## config.mk

```make
export PLATFORM = sky130hd
export DESIGN_NAME = mem_access_ctrl
export DESIGN_NICKNAME = d
export VERILOG_FILES = /design/src/rtl/mem_access_ctrl.sv
export SDC_FILE = /design/constraint.sdc
export NUM_CORES = 1
export LEC_CHECK = 0
export ABC_CLOCK_PERIOD_IN_PS = 4700
export CAP_MARGIN = 20
export CORE_MARGIN = 1
export CORE_UTILIZATION = 47
export CTS_CLUSTER_DIAMETER = 120
export DETAILED_ROUTE_END_ITERATION = 12
export GPL_TIMING_DRIVEN = 0
export HOLD_SLACK_MARGIN = 0.15
export PLACE_DENSITY = 0.87
export SKIP_CTS_REPAIR_TIMING = 1
export SYNTH_ARGS = -nofsm -noshare
export SYNTH_HDL_FRONTEND = slang
export SYNTH_SLANG_ARGS = --single-unit
```

## constraint.sdc

```tcl
create_clock -name cpu_clk -period 4.7 [get_ports cpu_clk]
set_input_delay 0.94 -clock cpu_clk [delete_from_list [all_inputs] [get_ports cpu_clk]]
set_output_delay 0.94 -clock cpu_clk [all_outputs]
set_load 0.02 [all_outputs]
```

## src/rtl/mem_access_ctrl.sv

```systemverilog
// Data-memory access sequencer for the EX/MEM stage: drives a split
// req/addr_ok/data_ok bus, holds the pipeline while busy, bounds each access.
module mem_access_ctrl #(
    parameter int unsigned TIMEOUT_CYCLES = 256,
    parameter int unsigned CNT_W          = 16
) (
    input  logic        cpu_clk,
    input  logic        cpu_rstn,
    input  logic        mem_valid,
    input  logic        mem_is_load,
    input  logic [3:0]  mem_ram_we,
    input  logic [31:0] mem_addr,
    input  logic [31:0] mem_wdata,
    input  logic        ext_stall,
    output logic        suspend,
    output logic        data_req,
    output logic        data_wr,
    output logic [3:0]  data_wstrb,
    output logic [31:0] data_addr,
    output logic [31:0] data_wdata,
    input  logic        data_addr_ok,
    input  logic        data_data_ok,
    input  logic [31:0] data_rdata,
    output logic [31:0] rdata_out,
    output logic        rdata_valid,
    output logic        bus_err
);

    typedef enum logic [1:0] {
        S_IDLE,
        S_REQ,
        S_WAIT,
        S_DONE
    } state_t;

    localparam logic [CNT_W-1:0] CNT_LAST = CNT_W'(TIMEOUT_CYCLES - 1);

    state_t            state;
    logic [CNT_W-1:0]  cnt;
    logic [31:0]       addr_q;
    logic [31:0]       wdata_q;
    logic [3:0]        wstrb_q;
    logic              wr_q;
    logic              is_load_q;
    logic              acc;
    logic              is_store;

    assign is_store = |mem_ram_we;
    assign acc      = mem_valid & (mem_is_load | is_store);

    assign suspend = ext_stall
                   | ((state == S_IDLE) & acc)
                   | (state == S_REQ)
                   | (state == S_WAIT);

    // Bus fields come only from the latched copy and read as zero outside a request.
    assign data_wr    = data_req & wr_q;
    assign data_wstrb = {4{data_req}} & wstrb_q;
    assign data_addr  = {32{data_req}} & addr_q;
    assign data_wdata = {32{data_req}} & wdata_q;

    always_ff @(posedge cpu_clk) begin
        if (!cpu_rstn) begin
            state       <= S_IDLE;
            cnt         <= '0;
            addr_q      <= '0;
            wdata_q     <= '0;
            wstrb_q     <= '0;
            wr_q        <= 1'b0;
            is_load_q   <= 1'b0;
            data_req    <= 1'b0;
            rdata_out   <= '0;
            rdata_valid <= 1'b0;
            bus_err     <= 1'b0;
        end else begin
            bus_err <= 1'b0;
            case (state)
                S_IDLE: begin
                    if (acc) begin
                        // A store wins over a load flag set on the same entry.
                        addr_q    <= mem_addr;
                        wdata_q   <= is_store ? mem_wdata : '0;
                        wstrb_q   <= mem_ram_we;
                        wr_q      <= is_store;
                        is_load_q <= mem_is_load & ~is_store;
                        cnt       <= '0;
                        data_req  <= 1'b1;
                        state     <= S_REQ;
                    end
                end
                S_REQ: begin
                    if (data_addr_ok && data_data_ok) begin
                        if (is_load_q) begin
                            rdata_out <= data_rdata;
                        end
                        data_req    <= 1'b0;
                        rdata_valid <= 1'b1;
                        state       <= S_DONE;
                    end else if (cnt == CNT_LAST) begin
                        rdata_out   <= '0;
                        bus_err     <= 1'b1;
                        data_req    <= 1'b0;
                        rdata_valid <= 1'b1;
                        state       <= S_DONE;
                    end else begin
                        if (data_addr_ok) begin
                            data_req <= 1'b0;
                            state    <= S_WAIT;
                        end
                        cnt <= cnt + CNT_W'(1);
                    end
                end
                S_WAIT: begin
                    if (data_data_ok) begin
                        if (is_load_q) begin
                            rdata_out <= data_rdata;
                        end
                        rdata_valid <= 1'b1;
                        state       <= S_DONE;
                    end else if (cnt == CNT_LAST) begin
                        rdata_out   <= '0;
                        bus_err     <= 1'b1;
                        rdata_valid <= 1'b1;
                        state       <= S_DONE;
                    end else begin
                        cnt <= cnt + CNT_W'(1);
                    end
                end
                S_DONE: begin
                    if (!ext_stall) begin
                        rdata_valid <= 1'b0;
                        state       <= S_IDLE;
                    end
                end
                default: begin
                    data_req    <= 1'b0;
                    rdata_valid <= 1'b0;
                    state       <= S_IDLE;
                end
            endcase
        end
    end

endmodule

```

Word level (Yosys, flattened, before mapping) --
Cells that the tools add are included.
Operators by class: reductions and logical operators 12, mux-type cells 33, bitwise logic cells 12, eq/ne operators 10, add/subtract/negate cells 1
Operators with widths (count):
- $mux 32 | 5
- $and 32x32->32 | 2
- $mux 16 | 4
- $pmux 32 s2 | 1
- $pmux 16 s3 | 1
- $add 16x1->16 const B | 1
- $eq 16x8->1 const B | 1
- $mux 2 | 7
- $mux 1 | 11
- $ne 2x2->1 const B | 4
- $pmux 2 s4 | 1
- $reduce_and 4->1 | 2
- $reduce_bool 3->1 | 2
- $and 1x1->1 | 4
- $and 4x4->4 | 1
- $eq 2x2->1 const B | 2
- $ne 4x2->1 const B | 1
- $or 1x1->1 | 4
- $pmux 1 s2 | 2
- $reduce_and 2->1 | 2
- $reduce_bool 2->1 | 2
- $reduce_or 4->1 | 1
- $ne 3x2->1 const B | 1
- $pmux 1 s3 | 1
- 5 further kinds | 5
Word-level totals: word-level logic and storage cells 79, register bits after elaboration 123, bits of input ports 107, output and inout port bits 105

Logic depth before layout (Yosys ltp) --
Gate-level depths: netlist of the first run.
word-level depth 7, depth in mapped cells 9, gate-level depth less buffers 7

Worst setup path before layout of the first run --
Ideal clock, no wire load.
path type input -> output, start point in mem_ram_we[3], end point out suspend, stages 4, buffers on the path 1, slack 1.469 ns, arrival time 2.291 ns, required time 3.760 ns, cells stage by stage or4_4 > o211ai_2 > clkbuf_1 > nand3b_1
On the way: word-level cells in the longest chain between the ends 7
RTL lines:
- from (decl) | RTL line 11 | input logic [3:0] mem_ram_we,
- $reduce_or 4->1 | RTL line 48 | assign is_store = |mem_ram_we;
- $or 1x1->1 | RTL line 49 | assign acc = mem_valid & (mem_is_load | is_store);
- $and 1x1->1 | RTL line 49
- $and 1x1->1 | RTL line 52 | | ((state == S_IDLE) & acc)
- $or 1x1->1 | RTL line 52
- $or 1x1->1 | RTL line 53 | | (state == S_REQ)
- $or 1x1->1 | RTL line 54 | | (state == S_WAIT);
- to (decl) | RTL line 15 | output logic suspend,
No other way between the ends.

Final worst setup path of the first run --
Ends and elaborated chain as after synthesis.

==> out/results.tsv, run 1 <==
stage	metric	value	unit
yosys	post-synthesis cell type count	44	
yosys	post-synthesis sequential area ratio	46.9	%
floorplan	I/O Pins	212	
worst_setup_path	WS Path Type	in2out	
cells_and_area	Final Cell Area	8140	um^2
timing	Fin Setup TNS	0	ps
cells_and_area	Register Area	2460	um^2
worst_setup_path	Reg2Reg Depth	7	
clock_tree	CTS sink cnt	123	
drt	drt total wl	16.3	mm
drt	drt drc	0	
grt	first-pass GRT wire length	26.0	mm
drt	Pre-Repair DR Iteration Count	5	
floorplan	Die H	108	um
yosys	Post-Syn Nets	749	
grt	initial antenna violation count	0	
clock_tree	clk buf depth	2	
pwr	Total Power	3.80	mW
yosys	Synth Area per Inst	8.25	um^2
timing	Slew headroom	53.7	%
floorplan	Core Rows	38	
worst_setup_path	Worst R2R End	cnt[7]$_SDFFE_PN0P_	
hold_path	Hold Path Origin	addr_q[31]$_SDFFE_PN0P_	
pwr	Pwr Density	466	nW/um^2
outcome	status	finished, final reports clean	
timing	final hold slack	455	ps
cells_and_area	layout cell share with drive strength beyond 1	4.44	%
yosys	Yosys top cell by area	dfxtp_1	
hold_path	hold endpoint	addr_q[31]$_SDFFE_PN0P_	
timing	final hold viol count	0	
pwr	peak supply drop	0.289	mV
clock_tree	H-tree depth	4	
floorplan	Initial Utilization	48.4	%
yosys	Main synth FF type	dfxtp_1	
grt	GRT Resource Usage Total	28.9	%
yosys	yosys warns	0	
timing	Worst Skew	9.14	ps
floorplan	die width	108	um
cells_and_area	Filler cells	805	
floorplan	core area	10800	um^2
cells_and_area	non-filler cells, final	1019	
timing	fin crit share	95.1	%
cells_and_area	Area Growth Syn to Fin	55.2	%
clock_tree	root buf cell	clkbuf_8	
worst_setup_path	r2r startpoint	state[1]$_SDFFE_PN0P_	
timing	RSZ-0062 raised after global routing	false	
grt	number of global-route vias before repair	5338	
flow_run	max cap viols	0	
placed_design	Placer Congestion	0.851	
worst_setup_path	Critical Path Fanout Max	10	
clock_tree	CTS tree	yes	
drt	Iter 0 DRT Violations	393	
clock_tree	Clk Latency, worst-skew pair	510	ps
timing	fmax	224	MHz
placed_design	IO buf count	211	
worst_setup_path	crit start category	input pin	
yosys	mapped cell area	5250	um^2
worst_setup_path	crit path capture type	output pin	
hold_path	min-delay worst type	reg2reg	
clock_tree	clock buffers created by TritonCTS	17	
yosys	asr flop ratio synth	0	%
cells_and_area	final net count	979	
floorplan	die area	11600	um^2
drt	wire per inst	16.0	um
cells_and_area	# diodes	0	
clock_tree	CTS clk-pin slew, worst paths	50	ps
cells_and_area	Multi-input gate area	2550	um^2
timing	endpoints failing setup	0	
placed_design	cell count after placement	987	
yosys	Syn Inst Count	636	
yosys	share of the synthesized area in the top cell type	46.9	%
drt	routed vias/inst	5.36	
timing	Slew Limit Fails	0	
placed_design	DP HPWL	11.9	mm
grt	grt ovf	0	
yosys	top cells by area, synth	dfxtp_1 47%, nand2_1 8.4%, and2_1 8.2%, a21boi_0 6.4%, o21ai_0 4.6%	
hold_path	hold path depth	2	
timing	Worst-Margin Slew	689	ps
pwr	Static Leakage	2.93	nW
grt	largest net degree at the start of global routing	17	
placed_design	DP Area	7530	um^2
worst_setup_path	CP required	3760	ps
yosys	EDFF count, synth	0	
worst_setup_path	CP Data Arrival Time	3530	ps
drt	Antenna Nets Post-Route	0	
timing	Tmin final	4470	ps
worst_setup_path	flop-to-flop setup slack	2230	ps
yosys	Yosys reg bits	123	
drt	vias	5458	
stage by stage:
| step | setup WS, ps | utilization [%] |
|---|---|---|
| 2_1_floorplan | 1470 | - |
| 3_3_place_gp | 240 | 69.5 |
| 3_5_place_dp | 236 | 69.5 |
| 4_1_cts | 197 | 75.1 |
| 5_1_grt | 67.7 | 75.1 |
| 6_report | 229 | 75.1 |
cell usage in the layout, fill, tap and decap left out, types with 32 or more instances in the layout:
cell,count
dfxtp_1,123
a21oi_1,41
and2_1,69
nand2_1,117
a21boi_0,45
o21ai_0,48
clkdlybuf4s50_1,211
nor2_1,37
clkbuf_1,47
a22oi_1,32
cells by family after synthesis:
kind of cell | count (synthesis) | synth area share, %
simple gates | 267 | 24.8
xor+xnor | 1 | 0.167
fa+ha+maj | 6 | 1.43
compound gates | 181 | 22.1
flops | 123 | 46.9
buf+inv | 57 | 4.39
mux | 1 | 0.191
synth_stat cells (all sizes together) (6+ instances only):
| cell | number |
|---|---|
| a21oi | 41 |
| o21ai | 48 |
| dfxtp | 123 |
| nand2 | 117 |
| ha | 6 |
| or3 | 11 |
| nand3 | 6 |
| clkbuf | 44 |
| inv | 8 |
| a22oi | 32 |
| and2 | 69 |
| a21boi | 45 |
| nor2 | 37 |
how the worst max path moves through the flow:
stage             startpoint      end  slack (ps)  cells past startpoint
2_1_floorplan  mem_ram_we[3]  suspend        1470                      4
3_3_place_gp   mem_ram_we[3]  suspend         240                      6
3_5_place_dp   mem_ram_we[3]  suspend         240                      6
4_1_cts        mem_ram_we[3]  suspend         200                      6
5_1_grt        mem_ram_we[3]  suspend          70                      6
6_report       mem_ram_we[3]  suspend         230                      6
critical path, cell delays in order:
cell             delay [ps]
clkdlybuf4s50_1         430
or4_4                   590
o211ai_2                390
clkbuf_1                450
nand3b_1                140
clkdlybuf4s50_1         600
final cells by class:
class                      count  share of cell area [%]
clock buffer                  21                    5.40
timing repair buffer         211                    25.9
sequential                   123                    30.2
clock inverter                11                    2.08
multi-input combinational    456                    31.4
tap                          140                    2.15
buffer                        48                    2.41
inverter                       9                   0.415
routing by layer:
metal / up-vias / GRT usage (%) / share of wire (%)
li1: 2625 / - / -
met1: 2567 / 33.9 / 41
met2: 234 / 50.2 / 49
met3: 32 / 7.93 / 7.8
met4: 0 / 10.3 / 1.9
met5: - / 0 / 0
power breakdown:
| group | switching (mW) | internal (mW) |
|---|---|---|
| clock network | 0.462 | 0.875 |
| registers | 0.0852 | 1.19 |
| logic | 0.733 | 0.452 |
| total | 1.28 | 2.52 |
sequential cells by signal, indices dropped and copies added (netlist names):
| register | cells |
|---|---|
| cnt | 16 |
| wdata_q | 32 |
| wr_q | 1 |
| data_req | 1 |
| wstrb_q | 4 |
| state | 2 |
| is_load_q | 1 |
| addr_q | 32 |
| rdata_out | 32 |
| rdata_valid | 1 |
| bus_err | 1 |
Note: power is estimated with default switching activity, not from simulation.
==> run 2, diff against run 1 <==
--- a/config.mk
+++ b/config.mk
@@ -8,12 +8,13 @@
 export ABC_CLOCK_PERIOD_IN_PS = 4700
 export CAP_MARGIN = 20
 export CORE_MARGIN = 1
-export CORE_UTILIZATION = 47
+export CORE_UTILIZATION = 50
 export CTS_CLUSTER_DIAMETER = 120
 export DETAILED_ROUTE_END_ITERATION = 12
+export DONT_BUFFER_PORTS = 1
 export GPL_TIMING_DRIVEN = 0
 export HOLD_SLACK_MARGIN = 0.15
-export PLACE_DENSITY = 0.87
+export PLACE_DENSITY = 0.66
 export SKIP_CTS_REPAIR_TIMING = 1
 export SYNTH_ARGS = -nofsm -noshare
 export SYNTH_HDL_FRONTEND = slang
==> run 2 against run 1 <==
Net effect: total power decreased by 7.4%; via count fell by 17%; wire length fell by 16%; hold slack worse by 2.6 ps; highest routed layer unchanged; clock power fell by 4%; setup slack gained 850 ps; register-to-register slack improved by 30 ps; clock skew up 1.4 ps; utilization shrank 16 points.
==> out/results.tsv, run 2 (synthesis gave the netlist of run 1 again) <==
stage	metric	value	unit	change
cells_and_area	Filler cells	936		+16%
timing	Tmin final	3620	ps	-852 ps
grt	GRT Resource Usage Total	26.1	%	-2.8 points
grt	grt ovf	0		unchanged
pwr	Total Power	3.52	mW	-7.4%
pwr	Pwr Density	585	nW/um^2	+26%
worst_setup_path	r2r startpoint	state[1]$_SDFFE_PN0P_		
clock_tree	root buf cell	clkbuf_8		
clock_tree	H-tree depth	4		unchanged
cells_and_area	layout cell share with drive strength beyond 1	6.29	%	+1.9 points
worst_setup_path	Critical Path Fanout Max	10		unchanged
floorplan	die area	10900	um^2	-5.9%
placed_design	IO buf count	0		-100%
floorplan	Initial Utilization	51.3	%	+2.9 points
grt	largest net degree at the start of global routing	17		unchanged
worst_setup_path	CP Data Arrival Time	2680	ps	-850 ps
cells_and_area	# diodes	0		unchanged
worst_setup_path	CP max-delay cell	or4_4		
cells_and_area	Register Area	2460	um^2	unchanged
pwr	Static Leakage	2.15	nW	-27%
cells_and_area	largest registers	addr_q x32, rdata_out x32, wdata_q x32		
hold_path	min-delay worst type	reg2reg		
grt	number of global-route vias before repair	4374		-18%
timing	Slew Limit Fails	0		unchanged
worst_setup_path	crit path cell chain	or4_4 -> o211ai_2 -> clkbuf_1 -> nand3b_1		
drt	drt total wl	13.7	mm	-16%
worst_setup_path	crit path capture type	output pin		
grt	first-pass GRT wire length	22.3	mm	-14%
timing	Worst Skew	10.5	ps	+1.35 ps
cells_and_area	final net count	768		-22%
clock_tree	Clk Latency, worst-skew pair	520	ps	about the same
floorplan	I/O Pins	212		unchanged
worst_setup_path	WS Path Type	in2out		
worst_setup_path	max incr delay on CP	550	ps	-50 ps
worst_setup_path	CP required	3760	ps	about the same
cells_and_area	Multi-input gate area	2550	um^2	unchanged
clock_tree	clock buffers created by TritonCTS	17		unchanged
clock_tree	CTS sink cnt	123		unchanged
clock_tree	CTS tree	yes		
timing	fin crit share	77.0	%	-18 points
clock_tree	CTS clk-pin slew, worst paths	60	ps	about the same
timing	Worst-Margin Slew	692	ps	+2.83 ps
outcome	status	finished, final reports clean		
flow_run	max cap viols	0		unchanged
drt	vias	4545		-17%
timing	RSZ-0062 raised after global routing	false		
worst_setup_path	worst setup path start	mem_ram_we[3]		
hold_path	Hold Path Origin	wstrb_q[1]$_SDFFE_PN0P_		
drt	routed vias/inst	5.65		+5.5%
cells_and_area	non-filler cells, final	804		-21%
timing	fmax	276	MHz	+24%
timing	final worst slack	1080	ps	+852 ps
cells_and_area	Area Growth Syn to Fin	14.6	%	
timing	Slew headroom	53.5	%	-0.19 points
clock_tree	clk buf depth	2		unchanged
placed_design	Placer Congestion	0.829		-2.5%
floorplan	Die H	104	um	-3.0%
drt	Iter 0 DRT Violations	332		-16%
floorplan	core area	10200	um^2	-5.6%
placed_design	cell count after placement	772		-22%
floorplan	Core Rows	37		-2.6%
pwr	peak supply drop	0.245	mV	-15%
drt	drt drc	0		unchanged
placed_design	DP HPWL	10.0	mm	-16%
placed_design	Setup Slack @ Placement	1050	ps	+818 ps
cells_and_area	most frequent cells in the layout	123 x dfxtp_1, 117 x nand2_1, 69 x and2_1		
drt	wire per inst	17.1	um	+6.9%
timing	Fin Setup TNS	0	ps	unchanged
grt	initial antenna violation count	0		unchanged
drt	Antenna Nets Post-Route	0		unchanged
cells_and_area	leading cell type in the layout, fill and taps excluded	dfxtp_1		
worst_setup_path	flop-to-flop setup slack	2260	ps	+30 ps
timing	endpoints failing setup	0		unchanged
floorplan	die width	104	um	-3.0%
worst_setup_path	crit start category	input pin		
drt	Pre-Repair DR Iteration Count	5		unchanged
cells_and_area	Final Util	58.7	%	-16 points
timing	final hold viol count	0		unchanged
-- run 2: cell count changes in the layout (fill, tap and decap cells not counted) --
cell,before,now
clkdlybuf4s50_1,211,0
clkbuf_1,47,44
inv_6,0,3
bufinv_16,4,2
clkbuf_8,2,4
clkinv_2,3,2
clkinvlp_4,1,2
-- run 2: through the flow --
step,hold slack [ps],cell area (um^2)
after floorplan,432,5250
after detailed placement,448,5420
after CTS,456,6010
after global routing,479,6010
final,453,6010
after global placement,440,5420
-- run 2: where the power goes --
part           leakage, nW  internal [mW]  total (mW)  switching (mW)
logic                0.861          0.273       0.938           0.666
clock network        0.288          0.802        1.29           0.483
registers             1.00           1.19        1.29           0.104
total                 2.15           2.26        3.52            1.25
-- run 2: worst paths after layout --
| path | end | cells after the start |
|---|---|---|
| worst max-delay path | suspend | 4 |
| worst min-delay path | wstrb_q[1]$_SDFFE_PN0P_ | 2 |
| worst max register to register | cnt[6]$_SDFFE_PN0P_ | 7 |
| worst min register to register | wstrb_q[1]$_SDFFE_PN0P_ | 2 |
-- run 2: worst max-delay path, delay by kind of cell --
kind | cells | cell delay (ps)
compound gates | 1 | 410
buf+inv | 1 | 440
simple gates | 2 | 890
-- run 2: metal layers --
layer / part of all wire, % / track usage [%] / wire [um]
met1: 42 / 30.9 / 5830
met4: 1.5 / 10.2 / 208
met3: 8.1 / 9.84 / 1120
met5: 0 / 0 / 0
met2: 48 / 42.5 / 6580
-- run 2: area by class of cell --
cell class                      count  area share, %
Multi-Input combinational cell    456           42.5
Sequential cell                   123           41.0
Clock buffer                       20           7.58
Buffer                             48           3.27
Tap cell                          136           2.83
Clock inverter                     12           2.29
Inverter                            9          0.562
